`src/rtl/core_pkg.sv`:
```
// Shared fetch/decode types: immediate formats, major opcodes and realignment residue states.
package core_pkg;

    localparam int unsigned ILEN  = 32;
    localparam int unsigned HLEN  = 16;
    localparam int unsigned OPC_W = 5;

    typedef enum logic [3:0] {
        IMM_I    = 4'd0,
        IMM_S    = 4'd1,
        IMM_B    = 4'd2,
        IMM_U    = 4'd3,
        IMM_J    = 4'd4,
        IMM_CI   = 4'd5,
        IMM_CIW  = 4'd6,
        IMM_CLUI = 4'd7,
        IMM_CSPL = 4'd8,
        IMM_CSPS = 4'd9,
        IMM_CLS  = 4'd10,
        IMM_CB   = 4'd11,
        IMM_CJ   = 4'd12,
        IMM_CJR  = 4'd13
    } immediate_source_t;

    typedef enum logic [1:0] {
        RES_EMPTY   = 2'd0,
        RES_UPPER32 = 2'd1,
        RES_C16     = 2'd2
    } align_state_t;

    // Major opcodes, instr[6:2]
    localparam logic [OPC_W-1:0] OPC_LOAD     = 5'b00000;
    localparam logic [OPC_W-1:0] OPC_OP_IMM   = 5'b00100;
    localparam logic [OPC_W-1:0] OPC_AUIPC    = 5'b00101;
    localparam logic [OPC_W-1:0] OPC_OP_IMM32 = 5'b00110;
    localparam logic [OPC_W-1:0] OPC_STORE    = 5'b01000;
    localparam logic [OPC_W-1:0] OPC_LUI      = 5'b01101;
    localparam logic [OPC_W-1:0] OPC_BRANCH   = 5'b11000;
    localparam logic [OPC_W-1:0] OPC_JALR     = 5'b11001;
    localparam logic [OPC_W-1:0] OPC_JAL      = 5'b11011;
    localparam logic [OPC_W-1:0] OPC_SYSTEM   = 5'b11100;

endpackage

```
`src/rtl/imm_fmt_select.sv`:
```
// Combinational immediate format classification and sign-extended extraction.
// Compressed formats are decoded only when COMPRESSED_EN is defined.
module imm_fmt_select
    import core_pkg::*;
#(
    parameter int unsigned DWIDTH = 32
) (
    input  logic [31:0]        instr_i,
    input  logic               compressed_i,
    output immediate_source_t  imm_type_o,
    output logic [DWIDTH-1:0]  imm_o
);

    logic [31:0] imm32;
    logic        unused_low;

    assign unused_low = ^instr_i[1:0];

    always_comb begin
        imm_type_o = IMM_I;
        imm32      = '0;
        if (!compressed_i) begin
            case (instr_i[6:2])
                OPC_LOAD, OPC_OP_IMM, OPC_OP_IMM32, OPC_JALR, OPC_SYSTEM: begin
                    imm_type_o = IMM_I;
                    imm32      = {{20{instr_i[31]}}, instr_i[31:20]};
                end
                OPC_STORE: begin
                    imm_type_o = IMM_S;
                    imm32      = {{20{instr_i[31]}}, instr_i[31:25], instr_i[11:7]};
                end
                OPC_BRANCH: begin
                    imm_type_o = IMM_B;
                    imm32      = {{20{instr_i[31]}}, instr_i[7], instr_i[30:25],
                                  instr_i[11:8], 1'b0};
                end
                OPC_LUI, OPC_AUIPC: begin
                    imm_type_o = IMM_U;
                    imm32      = {instr_i[31:12], 12'b0};
                end
                OPC_JAL: begin
                    imm_type_o = IMM_J;
                    imm32      = {{12{instr_i[31]}}, instr_i[19:12], instr_i[20],
                                  instr_i[30:21], 1'b0};
                end
                default: ;
            endcase
        end else begin
`ifdef COMPRESSED_EN
            // Keyed by {quadrant, funct3}
            case ({instr_i[1:0], instr_i[15:13]})
                5'b00_000: begin
                    imm_type_o = IMM_CIW;
                    imm32      = {22'b0, instr_i[10:7], instr_i[12:11], instr_i[5],
                                  instr_i[6], 2'b00};
                end
                5'b00_010, 5'b00_110: begin
                    imm_type_o = IMM_CLS;
                    imm32      = {25'b0, instr_i[5], instr_i[12:10], instr_i[6], 2'b00};
                end
                5'b01_000, 5'b01_010, 5'b10_000: begin
                    imm_type_o = IMM_CI;
                    imm32      = {{26{instr_i[12]}}, instr_i[12], instr_i[6:2]};
                end
                5'b01_001, 5'b01_101: begin
                    imm_type_o = IMM_CJ;
                    imm32      = {{20{instr_i[12]}}, instr_i[12], instr_i[8], instr_i[10:9],
                                  instr_i[6], instr_i[7], instr_i[2], instr_i[11],
                                  instr_i[5:3], 1'b0};
                end
                5'b01_011: begin
                    // rd==x2 is C.ADDI16SP, which has no format of its own here
                    if (instr_i[11:7] != 5'd2) begin
                        imm_type_o = IMM_CLUI;
                        imm32      = {{14{instr_i[12]}}, instr_i[12], instr_i[6:2], 12'b0};
                    end
                end
                5'b01_100: begin
                    if (instr_i[11:10] != 2'b11) begin
                        imm_type_o = IMM_CI;
                        imm32      = {{26{instr_i[12]}}, instr_i[12], instr_i[6:2]};
                    end
                end
                5'b01_110, 5'b01_111: begin
                    imm_type_o = IMM_CB;
                    imm32      = {{23{instr_i[12]}}, instr_i[12], instr_i[6:5], instr_i[2],
                                  instr_i[11:10], instr_i[4:3], 1'b0};
                end
                5'b10_010: begin
                    imm_type_o = IMM_CSPL;
                    imm32      = {24'b0, instr_i[3:2], instr_i[12], instr_i[6:4], 2'b00};
                end
                5'b10_100: begin
                    if (instr_i[6:2] == 5'd0 && instr_i[11:7] != 5'd0) begin
                        imm_type_o = IMM_CJR;
                    end
                end
                5'b10_110: begin
                    imm_type_o = IMM_CSPS;
                    imm32      = {24'b0, instr_i[8:7], instr_i[12:9], 2'b00};
                end
                default: ;
            endcase
`endif
        end
    end

    assign imm_o = DWIDTH'($signed(imm32));

endmodule

```
`src/rtl/instr_align_imm.sv`:
```
// Fetch-word realigner: emits whole 16/32-bit instructions with PC and decoded immediate.
// COMPRESSED_EN enables halfword realignment; otherwise each word is one 32-bit instruction.
module instr_align_imm
    import core_pkg::*;
#(
    parameter int unsigned DWIDTH   = 32,
    parameter int unsigned PC_WIDTH = 32
) (
    input  logic                clk_i,
    input  logic                rst_n_i,
    input  logic                flush_i,
    input  logic                fetch_valid_i,
    output logic                fetch_ready_o,
    input  logic [31:0]         fetch_data_i,
    input  logic [PC_WIDTH-1:0] fetch_addr_i,
    output logic                instr_valid_o,
    input  logic                instr_ready_i,
    output logic [31:0]         instr_o,
    output logic [PC_WIDTH-1:0] instr_pc_o,
    output logic                instr_compressed_o,
    output immediate_source_t   imm_type_o,
    output logic [DWIDTH-1:0]   imm_o
);

    generate
        if (DWIDTH != 32 && DWIDTH != 64) begin : g_bad_dwidth
            $error("instr_align_imm: DWIDTH must be 32 or 64");
        end
    endgenerate

    logic                out_free;
    logic                emit;
    logic [ILEN-1:0]     emit_instr;
    logic [PC_WIDTH-1:0] emit_pc;
    logic                emit_c;
    logic [PC_WIDTH-1:0] pc_lo;
    immediate_source_t   sel_type;
    logic [DWIDTH-1:0]   sel_imm;

    logic                valid_q;
    logic [ILEN-1:0]     instr_q;
    logic [PC_WIDTH-1:0] pc_q;
    logic                c_q;
    immediate_source_t   type_q;
    logic [DWIDTH-1:0]   imm_q;

    assign out_free = !valid_q || instr_ready_i;
    assign pc_lo    = fetch_addr_i & ~PC_WIDTH'(2);

`ifdef COMPRESSED_EN
    align_state_t        state_q, state_d;
    logic [HLEN-1:0]     res_q, res_d;
    logic [PC_WIDTH-1:0] res_pc_q, res_pc_d;
    logic [PC_WIDTH-1:0] pc_hi;
    logic                word_acc;

    assign pc_hi         = pc_lo + PC_WIDTH'(2);
    assign fetch_ready_o = out_free && (state_q != RES_C16) && !flush_i;
    assign word_acc      = fetch_valid_i && fetch_ready_o;

    always_ff @(posedge clk_i or negedge rst_n_i) begin
        if (!rst_n_i) begin
            state_q  <= RES_EMPTY;
            res_q    <= '0;
            res_pc_q <= '0;
        end else begin
            state_q  <= state_d;
            res_q    <= res_d;
            res_pc_q <= res_pc_d;
        end
    end

    // Residue next-state and emitted instruction select
    always_comb begin
        state_d    = state_q;
        res_d      = res_q;
        res_pc_d   = res_pc_q;
        emit       = 1'b0;
        emit_instr = '0;
        emit_pc    = '0;
        emit_c     = 1'b0;
        if (flush_i) begin
            state_d = RES_EMPTY;
        end else if (out_free) begin
            case (state_q)
                RES_C16: begin
                    emit       = 1'b1;
                    emit_instr = {16'b0, res_q};
                    emit_pc    = res_pc_q;
                    emit_c     = 1'b1;
                    state_d    = RES_EMPTY;
                end
                RES_UPPER32: begin
                    if (word_acc) begin
                        emit       = 1'b1;
                        emit_instr = {fetch_data_i[15:0], res_q};
                        emit_pc    = res_pc_q;
                        res_d      = fetch_data_i[31:16];
                        res_pc_d   = pc_hi;
                        state_d    = (fetch_data_i[17:16] == 2'b11) ? RES_UPPER32 : RES_C16;
                    end
                end
                default: begin
                    if (word_acc) begin
                        if (fetch_addr_i[1]) begin
                            if (fetch_data_i[17:16] != 2'b11) begin
                                emit       = 1'b1;
                                emit_instr = {16'b0, fetch_data_i[31:16]};
                                emit_pc    = pc_hi;
                                emit_c     = 1'b1;
                            end else begin
                                res_d    = fetch_data_i[31:16];
                                res_pc_d = pc_hi;
                                state_d  = RES_UPPER32;
                            end
                        end else if (fetch_data_i[1:0] != 2'b11) begin
                            emit       = 1'b1;
                            emit_instr = {16'b0, fetch_data_i[15:0]};
                            emit_pc    = pc_lo;
                            emit_c     = 1'b1;
                            res_d      = fetch_data_i[31:16];
                            res_pc_d   = pc_hi;
                            state_d    = (fetch_data_i[17:16] == 2'b11) ? RES_UPPER32 : RES_C16;
                        end else begin
                            emit       = 1'b1;
                            emit_instr = fetch_data_i;
                            emit_pc    = pc_lo;
                        end
                    end
                end
            endcase
        end
    end
`else
    assign fetch_ready_o = out_free && !flush_i;

    always_comb begin
        emit       = fetch_valid_i && fetch_ready_o;
        emit_instr = fetch_data_i;
        emit_pc    = pc_lo;
        emit_c     = 1'b0;
    end
`endif

    imm_fmt_select #(
        .DWIDTH (DWIDTH)
    ) u_imm_fmt_select (
        .instr_i      (emit_instr),
        .compressed_i (emit_c),
        .imm_type_o   (sel_type),
        .imm_o        (sel_imm)
    );

    // Output stage: flush wins over any pop or load
    always_ff @(posedge clk_i or negedge rst_n_i) begin
        if (!rst_n_i) begin
            valid_q <= 1'b0;
            instr_q <= '0;
            pc_q    <= '0;
            c_q     <= 1'b0;
            type_q  <= IMM_I;
            imm_q   <= '0;
        end else if (flush_i) begin
            valid_q <= 1'b0;
        end else if (out_free) begin
            valid_q <= emit;
            if (emit) begin
                instr_q <= emit_instr;
                pc_q    <= emit_pc;
                c_q     <= emit_c;
                type_q  <= sel_type;
                imm_q   <= sel_imm;
            end
        end
    end

    assign instr_valid_o      = valid_q;
    assign instr_o            = instr_q;
    assign instr_pc_o         = pc_q;
    assign instr_compressed_o = c_q;
    assign imm_type_o         = type_q;
    assign imm_o              = imm_q;

endmodule

```
`config.mk`:
```
export PLATFORM = sky130hd
export DESIGN_NAME = instr_align_imm
export DESIGN_NICKNAME = d
export VERILOG_FILES = /design/src/rtl/core_pkg.sv /design/src/rtl/imm_fmt_select.sv /design/src/rtl/instr_align_imm.sv
export SDC_FILE = /design/constraint.sdc
export NUM_CORES = 1
export LEC_CHECK = 0
export CORE_ASPECT_RATIO = 0.8
export CORE_MARGIN = 5
export CORE_UTILIZATION = 35
export CTS_CLUSTER_SIZE = 16
export DETAILED_ROUTE_END_ITERATION = 10
export GPL_ROUTABILITY_DRIVEN = 0
export PLACE_DENSITY_LB_ADDON = 0.15
export RECOVER_POWER = 25
export SYNTH_ARGS = -nofsm -noshare
export SYNTH_HDL_FRONTEND = slang
export SYNTH_SLANG_ARGS = --single-unit
```
`constraint.sdc`:
```
create_clock -name clk_i -period 1.8 [get_ports clk_i]
set_input_delay 0.18 -clock clk_i [delete_from_list [all_inputs] [get_ports clk_i]]
set_output_delay 0.18 -clock clk_i [all_outputs]
set_load 0.01 [all_outputs]
```
==> results of run 1 <==
==> registers in the layout (all words and copies together), names as in the netlist <==
register / cells
imm_type_o: 3
instr_valid_o: 1
instr_pc_o: 31
instr_o: 32
imm_o: 32
==> Yosys cell counts, drive strengths merged (4+ instances only) <==
| cell type | count | area (um2) |
|---|---|---|
| and2 | 7 | 43.8 |
| a221o | 4 | 40.0 |
| nand2 | 188 | 706 |
| a211oi | 11 | 92.6 |
| a21o | 5 | 37.5 |
| o21ai | 10 | 50.0 |
| nor2 | 29 | 109 |
| buf | 25 | 168 |
| clkbuf | 5 | 18.8 |
| and3 | 5 | 31.3 |
| a21oi | 32 | 228 |
| dfrtp | 99 | 2480 |
==> what timing repair did <==
| action | 4_1_cts | 5_1_grt |
|---|---|---|
| endpoints found under the hold margin | 20 | 0 |
| resized for setup | 0 | 1 |
| endpoints found under the setup margin | 0 | 3 |
| hold buffers | 1 | 0 |
==> power by group through the flow <==
stage               sequential, mW  clock [mW]  combinational (mW)
floorplan                     2.88           0               0.449
CTS                           2.71        1.86                1.65
finish                        2.71        1.79                1.62
global placement              2.73           0                1.62
detailed placement            2.75           0                1.65
global route                  2.75        1.94                1.77
==> cells in the final DEF, fill, tap and decap left out, types with 2 or more instances in the layout <==
cell type and n:
buf_12 6, nor4b_2 2, a221o_1 4, a211oi_1 9, clkbuf_16 9, a31oi_1 2
clkbuf_2 2, conb_1 3, mux2i_1 2, a21oi_2 18, buf_4 31, o21ai_0 7
a21oi_1 14, dfrtp_1 99, nor2_1 29, nand2_1 188, and2_1 7, a211oi_2 2
a21o_1 5, o21ai_1 3, clkdlybuf4s50_1 166, and3_1 4
==> through the flow <==
step | util [%] | hold slack (ps) | cells | setup TNS, ps
2_1_floorplan | - | -116 | 451 | 0
3_3_place_gp | 52.5 | 92.7 | 778 | -3170
3_5_place_dp | 52.5 | 95.3 | 778 | -4720
4_1_cts | 54.7 | 281 | 790 | 0
5_1_grt | 54.7 | 303 | 790 | 0
6_report | 54.7 | 271 | 790 | 0
==> worst max-delay path, stage by stage, from the launching register on <==
cell	delay, ps
dfrtp_1	400
nor2b_1	150
nor2_1	90
clkdlybuf4s50_1	550
==> cell type report <==
class                           count  area (um2)
Clock buffer                       10         229
Multi-Input combinational cell    321        1630
Sequential cell                    99        2480
Inverter                            1        3.75
Fill cell                        1070        5470
Clock inverter                      1        30.0
Timing Repair Buffer              206        2030
Tap cell                          152         190
==> cells by family (layout without fill, tap and decap cells) <==
logic type,after synthesis,after routing
and+or+nand+nor,243,243
muxes,4,4
xor gates and xnor gates,1,1
buffers and inverters,31,218
other,1,3
DFF,99,99
AOI/OAI and AO/OA,70,70
==> final timing paths <==
| path | to | slack (ps) | depth (start not counted) |
|---|---|---|---|
| max | fetch_ready_o | 100 | 3 |
| min | instr_pc_o[16]$_DFFE_PN0P_ | 270 | 2 |
| max reg2reg | imm_o[12]$_DFFE_PN0P_ | 190 | 5 |
| min reg2reg | instr_pc_o[30]$_DFFE_PN0P_ | 470 | 2 |
| max in group asynchronous | instr_pc_o[22]$_DFFE_PN0P_ | 350 | 3 |
| min in group clk_i | instr_pc_o[5]$_DFFE_PN0P_ | 370 | 3 |
==> per-layer routing <==
metal  GRT usage, %  share of wire [%]
met1           23.0                 46
met2           27.4                 46
met3           5.95                7.0
met4           4.11                1.1
met5              0                  0
==> metrics.yaml, run 1 <==
outcome:
  run_status: "finished clean"
logic_synthesis:
  synthAdderAreaFrac_pct: 0
  synth_edf_count: 0
  yosys.area_share.simple_pct: 23.9
  synth_top_family_by_area: "simple AND/OR/NAND/NOR gates"
  synth-compound-area-share_pct: 12.2
  syn_avg_cell_area_um2: 9.51
  synthArstFlopShare_pct: 100
  yosys.cell_types.count: 43
  ys_ff_latch: 99
  yosys_warnings: 0
  syn_inst: 449
  synthFlopType: "dfrtp_1"
  synthXorXnorAreaFrac_pct: 0.205
  ys_seq_area_share_pct: 58.0
  synth_area_um2: 4270
  synthMuxAreaShare_pct: 1.08
power:
  internal-power_mw: 4.48
  power_density_nw_per_um2: 929
  comb_power_share_pct: 26.5
  clkPwrFrac_pct: 29.3
  p_total_mw: 6.13
  p_leak_nw: 3.09
  sequentialPowerShare_pct: 44.3
  p_sw_share_pct: 26.8
  peakVddDrop_uv: 595
  p_switching_mw: 1.64
detailed_routing:
  wire_per_inst_um: 15.7
  routed_wirelength_mm: 12.4
  drcViolationCount: 0
  drt_iter0_markers: 190
  dr.pass1.iters: 4
  vias_per_cell: 4.72
  num_vias: 3729
  ant_nets: 0
clock_tree:
  cts_buffers: 9
  clock_latency_ps: 330
  cts_tree: "built"
  cts.path.max_buffers: 2
  h-tree-depth: 3
  clock-sinks: 99
  cts_setup_buffers: 0
  clkTransAtPathRegs_ps: 60
  cts-root-buf: "clkbuf_16"
global_routing:
  antenna_found_initial: 0
  grt_start_max_net_pins: 45
  grt.overflow.total: 0
  grt_pass1_vias: 3852
  grt_pass1_wl_mm: 19.9
  grt_usage_pct: 17.2
final_layout:
  areaGrowthSynthToFinish_pct: 54.5
  final_cell_area_um2: 6600
  antennaDiodeCount: 0
  nNetsFinal: 707
  drive_gt1_share_pct: 12.7
floorplanning:
  coreArea_um2: 12100
  ios: 172
  rows: 36
  die_x_um: 133
  die_h_um: 109
  die_area_um2: 14500
  start_util_pct: 35.4
sta:
  fin_crit_sh_pct: 94.3
  rsz0062_at_grt: "false"
  finClkSkew_ps: 4.11
  max_freq_mhz: 589
  setup_ws_ps: 103
  min_period_ps: 1700
  hold_viol_final: 0
  relSlewSlack_pct: 38.9
  tightest_slew_ps: 916
  setup_viol: 0
  final_max_slew_viol_count: 0
worst_setup_path:
  cp.required_ps: 1620
  crit_path_end_kind: "output pin"
  path_max_fanout: 3
  r2r_start: "instr_valid_o$_DFFE_PN0P_"
  critical_path_class: "flop to output pin"
  startpoint: "instr_valid_o$_DFFE_PN0P_"
  cp.arrival_ps: 1520
  cp-start-kind: "flop"
placed_design:
  dp.final_hpwl_mm: 9.28
  dp_slack_ps: -244
  portBuffers: 167
  placed_cell_area_um2: 6340
flow_run:
  drv_cap: 0
min_path:
  hp-class: "input pin to async pin"
Power figures use the tool's default switching activity.
==> inputs of run 2 (changes only) <==
Settings changed: CORE_UTILIZATION 35 to 43, PLACE_DENSITY set to 0.89, PLACE_DENSITY_LB_ADDON 0.15 to not set.
Clock period 1.8 ns to 1.6 ns, I/O delays scaled along.
==> run 2 against run 1 <==
  * Worst hold slack improved by 55 ps
  * Critical path depth increased by 4
  * Total power increased by 16%
  * Via count increased by 2.7%
  * Worst setup slack got worse by 45 ps
  * Sequential share of layout area decreased by 0.38 points
  * Utilization increased by 14 points
  * Flip-flop and latch count unchanged
  * Critical path type is now input pin to flop
  * Largest power group unchanged
==> metrics.yaml, run 2 (synthesis results as in run 1) <==
outcome:
  run_status: "finished clean"  # unchanged
detailed_routing:
  wire_per_inst_um: 15.8  # was 15.7 um
  ant_nets: 0  # unchanged
  routed_wirelength_mm: 12.4  # about the same
  dr.pass1.iters: 4  # unchanged
  drt_iter0_markers: 219  # was 190
  vias_per_cell: 4.89  # was 4.72
  drcViolationCount: 0  # unchanged
  num_vias: 3830  # was 3,729
sta:
  setup_viol: 0  # unchanged
  relSlewSlack_pct: 40.7  # was 38.9%
  final_max_slew_viol_count: 0  # unchanged
  fin_crit_sh_pct: 96.4
  max_freq_mhz: 648
  whs_ps: 326  # was 271 ps
  rsz0062_at_grt: "false"  # unchanged
  tightest_slew_ps: 890  # was 916 ps
  finClkSkew_ps: 9.05  # was 4.11 ps
  min_period_ps: 1540
  hold_viol_final: 0  # unchanged
worst_setup_path:
  cp.arrival_ps: 1760  # was 1520 ps
  crit_path_end_kind: "flop"  # was output pin
  reg2reg_depth: 6  # was 5
  critical_path_class: "input pin to flop"  # was flop to output pin
  worstReg2RegEnd: "instr_pc_o[27]$_DFFE_PN0P_"  # was imm_o[12]$_DFFE_PN0P_
  cp.required_ps: 1820  # was 1620 ps
  path_max_fanout: 8  # was 3
  reg2reg_setup_slack_ps: 140  # was 190 ps
  cp-start-kind: "input pin"  # was flop
  r2r_start: "instr_valid_o$_DFFE_PN0P_"  # unchanged
min_path:
  hp-class: "input pin to flop"  # was input pin to async pin
  hold_end: "instr_o[3]$_DFFE_PN0P_"
  holdPathStages: 4
  hold_start: "fetch_data_i[3]"
floorplanning:
  ios: 172  # unchanged
  die_area_um2: 12000  # was 14,500 um2
  die_x_um: 121  # was 133 um
  die_h_um: 99.1  # was 109 um
  start_util_pct: 44.1  # was 35.4%
  rows: 32  # was 36
  coreArea_um2: 9690  # was 12,100 um2
clock_tree:
  cts.path.max_buffers: 2  # unchanged
  cts_setup_buffers: 0  # unchanged
  clock_latency_ps: 340  # was 330 ps
  clkTransAtPathRegs_ps: 70  # was 60 ps
  cts_tree: "built"  # unchanged
  clock-sinks: 99  # unchanged
  cts-root-buf: "clkbuf_16"  # unchanged
  cts_buffers: 9  # unchanged
  h-tree-depth: 3  # unchanged
final_layout:
  antennaDiodeCount: 0  # unchanged
  areaGrowthSynthToFinish_pct: 56.1  # was 54.5%
  most-common-layout-cells: "188 x nand2_1, 164 x clkdlybuf4s50_1, 99 x dfrtp_1"  # was 188 x nand2_1, 166 x clkdlybuf4s50_1, 99 x dfrtp_1
  final_common_cell: "nand2_1"  # unchanged
  nNetsFinal: 712  # was 707
  final_cell_area_um2: 6670  # was 6600 um2
  final_core_utilization_pct: 68.8  # was 54.7%
  drive_gt1_share_pct: 14.2  # was 12.7%
  finalNonFillerCells: 784  # was 790
global_routing:
  grt.overflow.total: 0  # unchanged
  grt_start_max_net_pins: 100  # was 45
  antenna_found_initial: 0  # unchanged
  grt_pass1_vias: 4007  # was 3,852
  grt_usage_pct: 20.8  # was 17.2%
  grt_pass1_wl_mm: 20.1  # was 19.9 mm
power:
  peakVddDrop_uv: 713  # was 595 uV
  power_density_nw_per_um2: 1060  # was 929 nW/um2
  p_leak_nw: 3.13  # was 3.09 nW
placed_design:
  portBuffers: 167  # unchanged
  dp_cells: 767  # was 778
  dp.final_hpwl_mm: 9.45  # was 9.28 mm
  placed_cell_area_um2: 6320  # was 6340 um2
flow_run:
  drv_cap: 0  # unchanged
-- run 2: cell types whose count changed in the layout (fill, tap and decap cells not counted), moves of 2 or more --
cell,previous run,this run
buf_6,0,2
buf_12,6,3
buf_4,31,38
clkinv_4,0,2
clkbuf_2,2,0
clkinvlp_4,0,2
clkdlybuf4s50_1,166,164
-- run 2: critical path, cell delays in order --
cell	delay, ps
clkdlybuf4s50_1	460
buf_4	180
nor4b_2	60
buf_4	160
a21o_1	180
o21bai_1	240
a221o_1	330
-- run 2: final cells by class --
cell class	count	area (um2)
flip-flops and latches	99	2480
clock buffers	11	243
multi-input cells	321	1660
clock inverters	5	62.6
inverters	1	3.75
repair buffers	211	2050
fillers	763	3020
well taps	136	170
-- run 2: how the worst max path moves through the flow --
stage	startpoint	end	slack (ps)
global placement	fetch_data_i[2]	imm_o[19]$_DFFE_PN0P_	-240
finish	fetch_data_i[2]	imm_o[4]$_DFFE_PN0P_	60
floorplan	instr_valid_o$_DFFE_PN0P_	imm_o[19]$_DFFE_PN0P_	190
detailed placement	fetch_data_i[2]	imm_o[15]$_DFFE_PN0P_	-360
CTS	fetch_data_i[2]	imm_o[17]$_DFFE_PN0P_	9
global route	fetch_data_i[4]	imm_o[20]$_DFFE_PN0P_	7
-- run 2: what timing repair did --
item / 4_1_cts / 5_1_grt
hold endpoints to repair: 99 / 0
pin swaps: 0 / 1
endpoints found under the setup margin: 1 / 20
hold buffers: 1 / 0
gates resized for setup: 1 / 7
-- run 2: layer usage --
layer / global-route usage [%] / vias to the layer above / wire length (um)
met5: 0 / - / 0
met4: 5.86 / 0 / 191
met3: 7.45 / 18 / 1070
met2: 33.4 / 144 / 5750
met1: 26.8 / 1836 / 5400
li1: - / 1832 / -
-- run 2: where the power goes --
group          switching (mW)  total [mW]  internal [mW]  leakage [nW]
Combinational           0.825        1.85           1.02          1.75
Sequential              0.199        3.05           2.85          1.24
Clock                   0.931        2.19           1.26         0.142
Total                    1.95        7.09           5.14          3.13
-- run 2: stage by stage --
stage | TNS [ps] | power [mW] | worst slack, ps
CTS | 0 | 7.17 | 9.43
finish | 0 | 7.09 | 57.4
global route | 0 | 7.45 | 6.69
detailed placement | -14240 | 4.95 | -355
global placement | -10180 | 4.88 | -237
floorplan | 0 | 3.75 | 191
==> inputs of run 3 (changes only) <==
Settings changed: SKIP_CTS_REPAIR_TIMING set to 1.
==> run 3 against run 2 <==
  * Die area did not move
  * Worst setup slack improved by 5.7 ps
  * Non-clock buffer count did not move
  * Register-to-register slack got worse by 20 ps
  * Sequential power barely moved
  * First-iteration DRC count rose by 2.3%
  * Highest routed layer unchanged
  * Utilization barely moved
  * Clock power barely moved
==> metrics.yaml, run 3 (synthesis results as in run 1) <==
outcome:
  run_status: "finished clean"  # unchanged
worst_setup_path:
  reg2reg_setup_slack_ps: 120  # was 140 ps
  cp.arrival_ps: 1760  # about the same
  cp.required_ps: 1820  # about the same
  slowest_stage: "clkdlybuf4s50_1"  # unchanged
  crit_path_end_kind: "flop"  # unchanged
  reg2reg_depth: 6  # unchanged
  path_max_fanout: 8  # unchanged
  cp_common_cell: "buf_4"  # unchanged
  cp-start-kind: "input pin"  # unchanged
  crit_chain: "clkdlybuf4s50_1 > buf_4 > nor4b_2 > buf_4 > a21o_1 > o21bai_1 > a221o_1"  # unchanged
  cpPeakStageDelay_ps: 460  # about the same
  critical_path_class: "input pin to flop"  # unchanged
final_layout:
  multi_input_area_um2: 1660  # unchanged
  fillers: 761  # was 763
  final_core_utilization_pct: 68.8  # about the same
  most-common-layout-cells: "188 x nand2_1, 164 x clkdlybuf4s50_1, 99 x dfrtp_1"  # unchanged
  final-seq-area_um2: 2480  # unchanged
  drive_gt1_share_pct: 14.2  # unchanged
  antennaDiodeCount: 0  # unchanged
  areaGrowthSynthToFinish_pct: 56.2  # was 56.1%
  final_common_cell: "nand2_1"  # unchanged
  nNetsFinal: 712  # unchanged
sta:
  setup_ws_ps: 63.1  # was 57.4 ps
  tightest_slew_ps: 889  # was 890 ps
  setup_viol: 0  # unchanged
  max_freq_mhz: 651  # was 648 MHz
  relSlewSlack_pct: 40.7  # about the same
  min_period_ps: 1540  # about the same
  hold_viol_final: 0  # unchanged
  rsz0062_at_grt: "false"  # unchanged
  fin_crit_sh_pct: 96.1  # was 96.4%
  final_max_slew_viol_count: 0  # unchanged
  finClkSkew_ps: 8.62  # was 9.05 ps
power:
  peakVddDrop_uv: 714  # was 713 uV
  p_leak_nw: 3.14  # was 3.13 nW
  p_total_mw: 7.09  # about the same
  power_density_nw_per_um2: 1060  # about the same
flow_run:
  drv_cap: 0  # unchanged
clock_tree:
  clkTransAtPathRegs_ps: 70  # about the same
  h-tree-depth: 3  # unchanged
  cts_tree: "built"  # unchanged
  cts.path.max_buffers: 2  # unchanged
  clock_latency_ps: 340  # about the same
  cts_buffers: 9  # unchanged
  cts-root-buf: "clkbuf_16"  # unchanged
  clock-sinks: 99  # unchanged
floorplanning:
  start_util_pct: 44.1  # unchanged
  die_x_um: 121  # unchanged
  die_h_um: 99.1  # unchanged
  die_area_um2: 12000  # unchanged
  coreArea_um2: 9690  # unchanged
  ios: 172  # unchanged
  rows: 32  # unchanged
placed_design:
  dp_slack_ps: -355  # unchanged
  dp.final_hpwl_mm: 9.45  # unchanged
  portBuffers: 167  # unchanged
detailed_routing:
  drt_iter0_markers: 224  # was 219
  num_vias: 3839  # was 3,830
  routed_wirelength_mm: 12.4  # about the same
  wire_per_inst_um: 15.8  # about the same
  ant_nets: 0  # unchanged
  drcViolationCount: 0  # unchanged
  vias_per_cell: 4.90  # was 4.89
  dr.pass1.iters: 4  # unchanged
min_path:
  hp-class: "input pin to flop"  # unchanged
  holdPathStages: 4  # unchanged
global_routing:
  grt.overflow.total: 0  # unchanged
  grt_pass1_vias: 4005  # was 4,007
  antenna_found_initial: 0  # unchanged
  grt_usage_pct: 20.8  # unchanged
  grt_start_max_net_pins: 100  # unchanged
  grt_pass1_wl_mm: 20.1  # unchanged
## run 3: changes by cell type in the layout (fill, tap and decap cells not counted)
cell            previous run  this run
dlymetal6s2s_1             1         2
dlygate4sd2_1              1         0
## run 3: power by group
part	switching, mW	total [mW]	leakage, nW	internal, mW
clock network	0.926	2.19	0.142	1.26
logic	0.826	1.85	1.76	1.02
registers	0.199	3.05	1.24	2.85
## run 3: per-layer routing
metal	global-route usage, %	vias to the layer above	wire length [um]
met4	5.86	0	179
met1	26.8	1844	5340
met2	33.4	146	5760
met3	7.50	16	1120
met5	0	-	0
li1	-	1833	-
## run 3: path summary, 6_finish.rpt
check,start,to
min reg2reg,instr_o[15]$_DFFE_PN0P_,instr_o[15]$_DFFE_PN0P_
max reg2reg,instr_valid_o$_DFFE_PN0P_,instr_pc_o[27]$_DFFE_PN0P_
min in group asynchronous,rst_n_i,instr_o[0]$_DFFE_PN0P_
min,fetch_data_i[3],instr_o[3]$_DFFE_PN0P_
max,fetch_data_i[2],imm_o[4]$_DFFE_PN0P_
max in group asynchronous,rst_n_i,instr_o[14]$_DFFE_PN0P_
## run 3: area by class of cell
type	count	share of cell area, %
multi-input cells	321	24.9
flip-flops and latches	99	37.1
repair buffers	211	30.8
inverters	1	0.0563
well taps	136	2.55
clock inverters	5	0.938
clock buffers	11	3.64
## run 3: metrics by stage
step | area (um2) | TNS [ps] | hold WS, ps | instances
after floorplan | 4280 | 0 | -136 | 451
after global routing | 6670 | 0 | 347 | 784
after detailed placement | 6320 | -14240 | 259 | 767
after CTS | 6620 | -114 | -104 | 783
final | 6670 | 0 | 325 | 784
after global placement | 6320 | -10180 | 250 | 767
## run 3: critical path: cells and delay by family
kind	cells	cell delay, ps
AO/OA/AOI/OAI	3	740
AND/OR/NAND/NOR	1	60
buffers and inverters	3	800
